===== config.mk =====
export PLATFORM = sky130hd
export DESIGN_NAME = spike_event_encoder
export DESIGN_NICKNAME = d
export VERILOG_FILES = /design/src/rtl/neuron_pkg.sv /design/src/rtl/spike_evt_fifo.sv /design/src/rtl/spike_event_encoder.sv
export SDC_FILE = /design/constraint.sdc
export NUM_CORES = 1
export LEC_CHECK = 0
export BUFFER_PORTS_ARGS = -buffer_cell sky130_fd_sc_hd__buf_2
export CAP_MARGIN = 20
export CORE_ASPECT_RATIO = 0.7
export CORE_MARGIN = 2
export CORE_UTILIZATION = 25
export CTS_BUF_LIST = sky130_fd_sc_hd__clkbuf_2 sky130_fd_sc_hd__clkbuf_4 sky130_fd_sc_hd__clkbuf_8
export CTS_CLUSTER_DIAMETER = 100
export DETAILED_ROUTE_END_ITERATION = 6
export GPL_ROUTABILITY_DRIVEN = 0
export PLACE_DENSITY = 0.45
export SYNTH_ARGS = -nofsm -noshare
export SYNTH_HDL_FRONTEND = slang
export SYNTH_SLANG_ARGS = --single-unit

===== constraint.sdc =====
create_clock -name clk -period 9.8 [get_ports clk]
set_input_delay 0.98 -clock clk [delete_from_list [all_inputs] [get_ports clk]]
set_output_delay 0.98 -clock clk [all_outputs]
set_load 0.005 [all_outputs]

===== src/rtl/neuron_pkg.sv =====
// Shared definitions for the neuron core and its downstream consumers.
// Holds the Q2.16 membrane-potential format, the nominal spike threshold,
// and the layout of the spike event word {wrap, spike, ts} at the
// default 16-bit timestamp width.
package neuron_pkg;

    localparam int V_W  = 18;
    localparam int FRAC = 16;

    localparam logic signed [V_W-1:0] THRESH_DEFAULT = 18'sh0_4CCC;

    localparam int TS_W_DEFAULT  = 16;
    localparam int EVT_TS_LSB    = 0;
    localparam int EVT_SPIKE_BIT = TS_W_DEFAULT;
    localparam int EVT_WRAP_BIT  = TS_W_DEFAULT + 1;

    typedef struct packed {
        logic                    wrap;
        logic                    spike;
        logic [TS_W_DEFAULT-1:0] ts;
    } evt_word_t;

endpackage


===== src/rtl/spike_evt_fifo.sv =====
// Synchronous FIFO for spike event words.
// Ports:
//   clk, rst     - clock, asynchronous active-high reset (empties the FIFO)
//   push, din    - write request and data
//   pop, dout    - read request and head-of-queue data (zero when empty)
//   empty, full  - occupancy flags
// A push while full is accepted only if a pop happens in the same cycle;
// otherwise it is discarded and the caller is expected to flag overflow.
module spike_evt_fifo #(
    parameter int WIDTH = 18,
    parameter int DEPTH = 8
) (
    input  logic             clk,
    input  logic             rst,
    input  logic             push,
    input  logic [WIDTH-1:0] din,
    input  logic             pop,
    output logic [WIDTH-1:0] dout,
    output logic             empty,
    output logic             full
);

    localparam int AW = $clog2(DEPTH);
    localparam logic [AW:0] PTR_ONE = 1;

    logic [WIDTH-1:0] mem [DEPTH];
    logic [AW:0]      wr_ptr;
    logic [AW:0]      rd_ptr;
    logic             do_push;
    logic             do_pop;

    // Pointers carry one extra wrap bit to tell full from empty.
    assign empty   = (wr_ptr == rd_ptr);
    assign full    = (wr_ptr[AW] != rd_ptr[AW]) && (wr_ptr[AW-1:0] == rd_ptr[AW-1:0]);
    assign do_pop  = pop && !empty;
    // When full, the slot being written is the one being read out this cycle.
    assign do_push = push && (!full || do_pop);
    assign dout    = empty ? '0 : mem[rd_ptr[AW-1:0]];

    always_ff @(posedge clk) begin
        if (do_push) begin
            mem[wr_ptr[AW-1:0]] <= din;
        end
    end

    always_ff @(posedge clk or posedge rst) begin
        if (rst) begin
            wr_ptr <= '0;
            rd_ptr <= '0;
        end else begin
            if (do_push) begin
                wr_ptr <= wr_ptr + PTR_ONE;
            end
            if (do_pop) begin
                rd_ptr <= rd_ptr + PTR_ONE;
            end
        end
    end

endmodule


===== src/rtl/spike_event_encoder.sv =====
// Spike detector and event encoder for the Izhikevich neuron core output.
// Each valid sample of the membrane potential is compared against the
// threshold; accepted spikes (outside the refractory interval) are tagged
// with the sample timestamp and queued. Timestamp wrap is marked in the
// event stream so the consumer can extend time. A windowed spike-rate
// count is published for debug.
// Ports:
//   clk, rst            - clock, asynchronous active-high reset
//   v_in, v_valid       - signed Q2.16 membrane potential and sample strobe
//   thresh              - signed Q2.16 spike threshold
//   evt_data/valid/ready- event readout, {wrap, spike, ts}
//   rate_out, rate_stb  - spikes in last completed window, update pulse
//   ovf, ovf_clr        - sticky event-drop flag and its clear
module spike_event_encoder
    import neuron_pkg::*;
#(
    parameter int FIFO_DEPTH = 8,
    parameter int TS_W       = 16,
    parameter int REFRACT    = 4,
    parameter int WINDOW     = 256,
    parameter int RATE_W     = 8
) (
    input  logic                  clk,
    input  logic                  rst,
    input  logic signed [V_W-1:0] v_in,
    input  logic                  v_valid,
    input  logic signed [V_W-1:0] thresh,
    output logic [TS_W+1:0]       evt_data,
    output logic                  evt_valid,
    input  logic                  evt_ready,
    output logic [RATE_W-1:0]     rate_out,
    output logic                  rate_stb,
    output logic                  ovf,
    input  logic                  ovf_clr
);

    localparam int EVT_W = TS_W + 2;
    localparam int RF_W  = (REFRACT < 1) ? 1 : $clog2(REFRACT + 1);
    localparam int WIN_W = (WINDOW < 2) ? 1 : $clog2(WINDOW);

    localparam logic [RF_W-1:0]   REFRACT_LD = RF_W'(REFRACT);
    localparam logic [RF_W-1:0]   RF_ONE     = 1;
    localparam logic [WIN_W-1:0]  WIN_LAST   = WIN_W'(WINDOW - 1);
    localparam logic [WIN_W-1:0]  WIN_ONE    = 1;
    localparam logic [TS_W-1:0]   TS_ONE     = 1;
    localparam logic [RATE_W-1:0] RATE_ONE   = 1;
    localparam logic [RATE_W-1:0] RATE_MAX   = '1;

    logic [TS_W-1:0]   ts;
    logic [RF_W-1:0]   refr_cnt;
    logic [WIN_W-1:0]  win_cnt;
    logic [RATE_W-1:0] spike_acc;
    logic [RATE_W-1:0] acc_next;
    logic              candidate;
    logic              accept;
    logic              ts_wrap;
    logic              push;
    logic              pop;
    logic              fifo_empty;
    logic              fifo_full;
    logic [EVT_W-1:0]  push_word;

    assign candidate = v_valid && (v_in > thresh);
    assign accept    = candidate && (refr_cnt == '0);
    assign ts_wrap   = &ts;
    // Spike and wrap on the same sample share one word.
    assign push      = accept || (v_valid && ts_wrap);
    assign push_word = {ts_wrap, accept, ts};
    assign pop       = evt_valid && evt_ready;
    assign evt_valid = !fifo_empty;
    assign acc_next  = (accept && (spike_acc != RATE_MAX)) ? spike_acc + RATE_ONE : spike_acc;

    spike_evt_fifo #(
        .WIDTH (EVT_W),
        .DEPTH (FIFO_DEPTH)
    ) u_fifo (
        .clk   (clk),
        .rst   (rst),
        .push  (push),
        .din   (push_word),
        .pop   (pop),
        .dout  (evt_data),
        .empty (fifo_empty),
        .full  (fifo_full)
    );

    always_ff @(posedge clk or posedge rst) begin
        if (rst) begin
            ts        <= '0;
            refr_cnt  <= '0;
            win_cnt   <= '0;
            spike_acc <= '0;
            rate_out  <= '0;
            rate_stb  <= 1'b0;
            ovf       <= 1'b0;
        end else begin
            rate_stb <= 1'b0;

            // A drop in the same cycle as a clear keeps the flag set.
            if (push && fifo_full && !pop) begin
                ovf <= 1'b1;
            end else if (ovf_clr) begin
                ovf <= 1'b0;
            end

            if (v_valid) begin
                ts <= ts + TS_ONE;

                if (accept) begin
                    refr_cnt <= REFRACT_LD;
                end else if (refr_cnt != '0) begin
                    refr_cnt <= refr_cnt - RF_ONE;
                end

                if (win_cnt == WIN_LAST) begin
                    rate_out  <= acc_next;
                    rate_stb  <= 1'b1;
                    spike_acc <= '0;
                    win_cnt   <= '0;
                end else begin
                    spike_acc <= acc_next;
                    win_cnt   <= win_cnt + WIN_ONE;
                end
            end
        end
    end

endmodule


# == Word-level counts from Yosys, hierarchy flattened ==
# Memory sizes are Yosys's and may differ from the RTL's.
# Index checks and enable logic that the tools add are counted.
# totals
ram_bits,144
out_inout_bits,29
register_bits,53
n_memories,1
input_bits,41
# op_classes
eq_ne,5
n_lt_le_gt_ge,1
add_sub_neg,6
n_reduce_logical,22
n_mux,12
# memory_table
name,words,word_bits,rd,rd_clocked_by_memory_dff,write_ports,line_no,text
u_fifo.mem,8,18,1,0,1,spike_evt_fifo.sv:26,logic [WIDTH-1:0] mem [DEPTH];
# op_table
op,count
$mux 8,3
$gt 18x18->1,1
$mux 18,1
$add 16x1->16 const B,1
$add 8x1->8 const B,2
$reduce_and 16->1,1
$logic_and 1x1->1,10
$add 4x1->4 const B,2
$eq 8x8->1 const B,1
$ne 8x8->1 const B,1
$mux 1,6
$mux 3,2
$eq 4x4->1,1
$reduce_and 2->1,2
$reduce_bool 2->1,2
$eq 3x3->1,1
$logic_not 1->1,3
$logic_not 3->1,1
$reduce_bool 3->1,1
$sub 3x1->3 const B,1
$logic_or 1x1->1,2
$ne 1x1->1,1

# == Logic depth before layout (Yosys ltp) ==
# logic_depth
depth_word,8
ltp_mapped,10
mapped_depth_nobuf,10

# == Cells and area by module ==
# From an unflattened synthesis, not the netlist that was laid out.
# unflattened
cells_unflattened,590
area_unflattened_um2,8816.0
# by_module_without_submodules
module,instances,area_per_inst_um2,cells_each,seq_area_each_um2
spike_evt_fifo,1,6049.6,287,4524.3
spike_event_encoder,1,2766.4,303,1126.1

# == Worst setup path after synthesis ==
# Ideal clock, no wire load.
# synth_timing
path_type,input to register
from,input thresh[5]
to,"memory u_fifo.mem[0][0], enable pin"
t_arrival_ps,3585
n_path_buf,0
setup_slack_ps,5799
stages,9
cell_sequence,inv_1 ha_1 nand4_1 a211oi_2 a2111oi_1 o21a_2 o21ai_2 nand3b_1 nor3_1
# synth_via
elab_chain_len,7
# synth_lines
element,line_no,text
start: declaration,spike_event_encoder.sv:27,"input logic signed [V_W-1:0] thresh,"
$gt 18x18->1,spike_event_encoder.sv:63,assign candidate = v_valid && (v_in > thresh);
$logic_and 1x1->1,spike_event_encoder.sv:63,
$logic_and 1x1->1,spike_event_encoder.sv:64,assign accept = candidate && (refr_cnt == '0);
$logic_or 1x1->1,spike_event_encoder.sv:67,assign push = accept || (v_valid && ts_wrap);
$logic_and 1x1->1,spike_evt_fifo.sv:37,assign do_push = push && (!full || do_pop);
$mux 1,spike_evt_fifo.sv:41,if (do_push) begin
$mux 1 (not written as such),spike_evt_fifo.sv:42,mem[wr_ptr[AW-1:0]] <= din;
end: declaration,spike_evt_fifo.sv:26,
# Every way passes these cells.

# == Final worst setup path ==
# layout_timing
from,register u_fifo.rd_ptr[0]
to,output evt_data[8]
# layout_via
elab_chain_len,2
elab_cells_between_ends,3
# layout_lines
element,line_no,text
start: declaration,spike_evt_fifo.sv:28,logic [AW:0] rd_ptr;
start signal: assignment,spike_evt_fifo.sv:55,rd_ptr <= rd_ptr + PTR_ONE;
$mem_v2 8x18 / $eq 4x4->1 (equally long branches),--,
$mux 18 (*),spike_evt_fifo.sv:38,assign dout = empty ? '0 : mem[rd_ptr[AW-1:0]];
end: declaration,spike_event_encoder.sv:28,"output logic [TS_W+1:0] evt_data,"
# Every way passes the cells marked *; elsewhere a longest branch is shown, timed or not.

==> flow_metrics.py <==
metrics = {
    "routing": {
        "vias_per_cell": 4.47,
        "drt-total-wl_um": 19400,
        "drt-initial-drc-count": 340,
        "dr.pass1.iters": 4,
        "drc": 0,
        "ant_nets": 0,
        "wl_per_cell_um": 17.9,
        "num_vias": 4853,
    },
    "placement": {
        "placedInstanceArea_um2": 9500,
        "dp_hpwl_um": 12900,
        "io_buffer_count": 69,
        "placedCellCount": 1054,
    },
    "clock_network": {
        "cts_tree": "done",
        "cts-resized-gates": 0,
        "clockBufferDepth": 2,
        "cts_max_level": 4,
        "cts_num_sinks": 197,
        "post_cts_buffers": 0,
        "cts_hold_buf": 0,
        "clkTransAtPathRegs_ps": 100,
        "insertion_delay_ps": 480,
        "clockRootBuffer": "clkbuf_8",
        "cts_buffers": 17,
    },
    "die": {
        "io_pins": 70,
        "core_um2": 33600,
        "fp.dieH_um": 159,
        "die_w_um": 225,
        "die_area_um2": 35800,
        "rows": 56,
        "start_util_pct": 25.5,
    },
    "power_and_ir_drop": {
        "p_sw_share_pct": 31.8,
        "seq_power_share_pct": 48.3,
        "p_int_uw": 1570,
        "power.density_nw_per_um2": 232,
        "switchingPower_uw": 733,
        "leakagePower_uw": 0.00372,
        "pwr-share-clk_pct": 24.2,
        "ir_drop_mv": 0.0879,
        "comb_power_share_pct": 27.5,
    },
    "critical_path": {
        "path_class": "flop to output port",
        "critPathLaunchType": "flop",
        "reg2regPathDepth": 9,
        "critPathArrivalTime_ps": 2920,
        "critPathCaptureType": "output port",
        "required_ps": 8820,
        "path_max_fanout": 21,
    },
    "yosys": {
        "syn-num-nets": 622,
        "synth_top_cell_by_area": "edfxtp_1",
        "synth_edf_count": 144,
        "yosysUniqueCellTypes": 55,
        "syn_inst": 556,
        "ys.flop_type": "edfxtp_1",
        "synth_seq_cells": 197,
        "ys_warn_count": 0,
        "synth_top_area_share_pct": 50.5,
        "syn_area_um2": 8570,
        "synth.area.top_cells": "edfxtp_1, dfrtp_1, mux4_2, ha_1, xnor2_1",
        "synth-seq-area-share_pct": 65.9,
        "synthArstFlopShare_pct": 26.9,
        "syn_avg_cell_area_um2": 15.4,
    },
    "global_routing": {
        "grt_start_max_net_pins": 54,
        "grt_usage_pct": 11.5,
        "antenna_found_initial": 0,
        "grt-ovfl-total": 0,
        "grt_pass1_vias": 5146,
        "grt_first_pass_wirelength_um": 30800,
    },
    "final_layout": {
        "multi_input_area_um2": 2720,
        "fin_cells": 1086,
        "nNetsFinal": 704,
        "drive_gt1_share_pct": 27.0,
        "antenna_cells": 0,
        "syn2layout_area_growth_pct": 15.7,
        "num-fill-cells": 3385,
        "regArea_um2": 5650,
        "final_area_um2": 9920,
    },
    "timing": {
        "tightest_slew_ps": 870,
        "slew_headroom_pct": 41.9,
        "period_needed_ps": 3900,
        "setup_tns_ps": 0,
        "max_freq_mhz": 257,
        "slew_viol_final": 0,
        "timing.final.crit_share_pct": 39.8,
        "rsz0062_at_grt": "false",
        "skew_ps": 12.1,
        "hold_violations": 0,
        "setup_viol": 0,
    },
    "min_path": {
        "hold_class": "flop to flop",
        "hold_path_depth": 2,
    },
    "run": {
        "drv_cap": 0,
    },
    "status": {
        "status": "finished, final reports clean",
    },
}
-- registers in the layout, indices dropped and copies added (netlist names) --
register and cells:
ts 16, win_cnt 8, rate_stb 1, u_fifo.rd_ptr 4
ovf 1, rate_out 8, spike_acc 8, refr_cnt 3
u_fifo.mem 144, u_fifo.wr_ptr 4
-- routing by layer --
metal,share of wire [%],track usage (%),vias to the layer above
met5,0,0,-
li1,-,-,2253
met2,46,17.4,70
met1,50,16.6,2516
met3,3.3,2.78,14
met4,0.90,3.01,0
-- worst paths after layout --
path / from / to / slack (ps)
setup / recovery: u_fifo.rd_ptr[0] / evt_data[8] / 5900
hold / removal: rate_out[4] / rate_out[4] / 490
setup reg to reg: ts[2] / u_fifo.mem[2][8] / 6470
hold reg to reg: rate_out[4] / rate_out[4] / 490
max in group asynchronous: rst / u_fifo.rd_ptr[0] / 8580
min in group asynchronous: rst / ts[11] / 690
-- area by class of cell --
class | count | share of cell area (%)
inverters | 37 | 1.40
flip-flops and latches | 197 | 57.0
clock inverters | 11 | 1.46
multi-input cells | 303 | 27.4
well taps | 435 | 5.49
repair buffers | 82 | 4.47
clock buffers | 21 | 2.79
-- cells by family after synthesis --
kind of cell / synth area share (%)
flip-flops: 65.9
AND/OR/NAND/NOR: 8.39
multiplexers: 12.3
buffers and inverters: 2.51
AO/OA/AOI/OAI: 3.50
XOR/XNOR: 3.68
adder cells (fa/ha/maj): 3.65
-- power groups by stage --
stage / sequential [uW] / combinational (uW) / clock, uW
2_1_floorplan: 1060 / 459 / 0
4_1_cts: 1120 / 661 / 578
3_3_place_gp: 1130 / 642 / 0
5_1_grt: 1130 / 713 / 617
3_5_place_dp: 1140 / 658 / 0
6_report: 1110 / 634 / 557
-- metrics by stage --
stage	setup slack (ps)	util (%)	hold slack (ps)	power (uW)
CTS	5740	29.5	493	2360
detailed placement	5900	28.2	471	1790
global route	5620	29.5	498	2460
finish	5900	29.5	486	2300
global placement	6000	28.2	463	1770
floorplan	5800	-	442	1520
-- placed cells by master (no fill, tap or decap), drive strengths merged, types with 3 or more instances in the layout --
cell type | synthesis | final
nand2 | 31 | 31
edfxtp | 144 | 144
a21o | 4 | 4
clkbuf | 9 | 21
mux2i | 19 | 19
nand2b | 5 | 5
xor2 | 8 | 8
and2 | 3 | 3
nor2 | 41 | 41
mux4 | 36 | 36
ha | 25 | 25
nand4 | 15 | 15
buf | 10 | 82
o21ai | 17 | 17
bufinv | 0 | 3
and3 | 4 | 4
mux2 | 5 | 5
inv | 36 | 41
nand3 | 17 | 17
nor3 | 4 | 4
a21oi | 8 | 8
or3 | 3 | 3
or4 | 5 | 5
dfrtp | 53 | 53
xnor2 | 28 | 28
clkinv | 1 | 4
and4 | 3 | 3
-- cells in the mapped netlist (2+ instances only) --
library cell / count
nand3b_1: 2
mux4_2: 36
o41ai_1: 2
nor4_1: 2
a21oi_1: 8
clkbuf_1: 9
o21ai_2: 2
dfrtp_1: 53
or2_2: 2
xnor2_1: 28
nand2b_1: 5
nor3_1: 4
and2_1: 2
mux2_2: 3
or4_1: 4
nand2_1: 29
nand3_1: 15
nand4_1: 14
mux2_1: 2
buf_1: 6
o21ai_0: 11
nand2_2: 2
ha_1: 25
a21o_1: 4
xor2_1: 8
and3_1: 4
and4_1: 2
mux2i_1: 19
buf_2: 4
o21ai_1: 4
or3_1: 3
inv_1: 34
inv_2: 2
edfxtp_1: 144
nor2_1: 41
nand3_2: 2
-- worst max-delay path, cell delays in order (launching register included) --
cell     delay, ps
dfrtp_2        870
buf_4          520
mux4_2         580
mux2i_1        240
nor2_1          80
buf_2          130
Note: power is estimated with default switching activity, not from simulation.
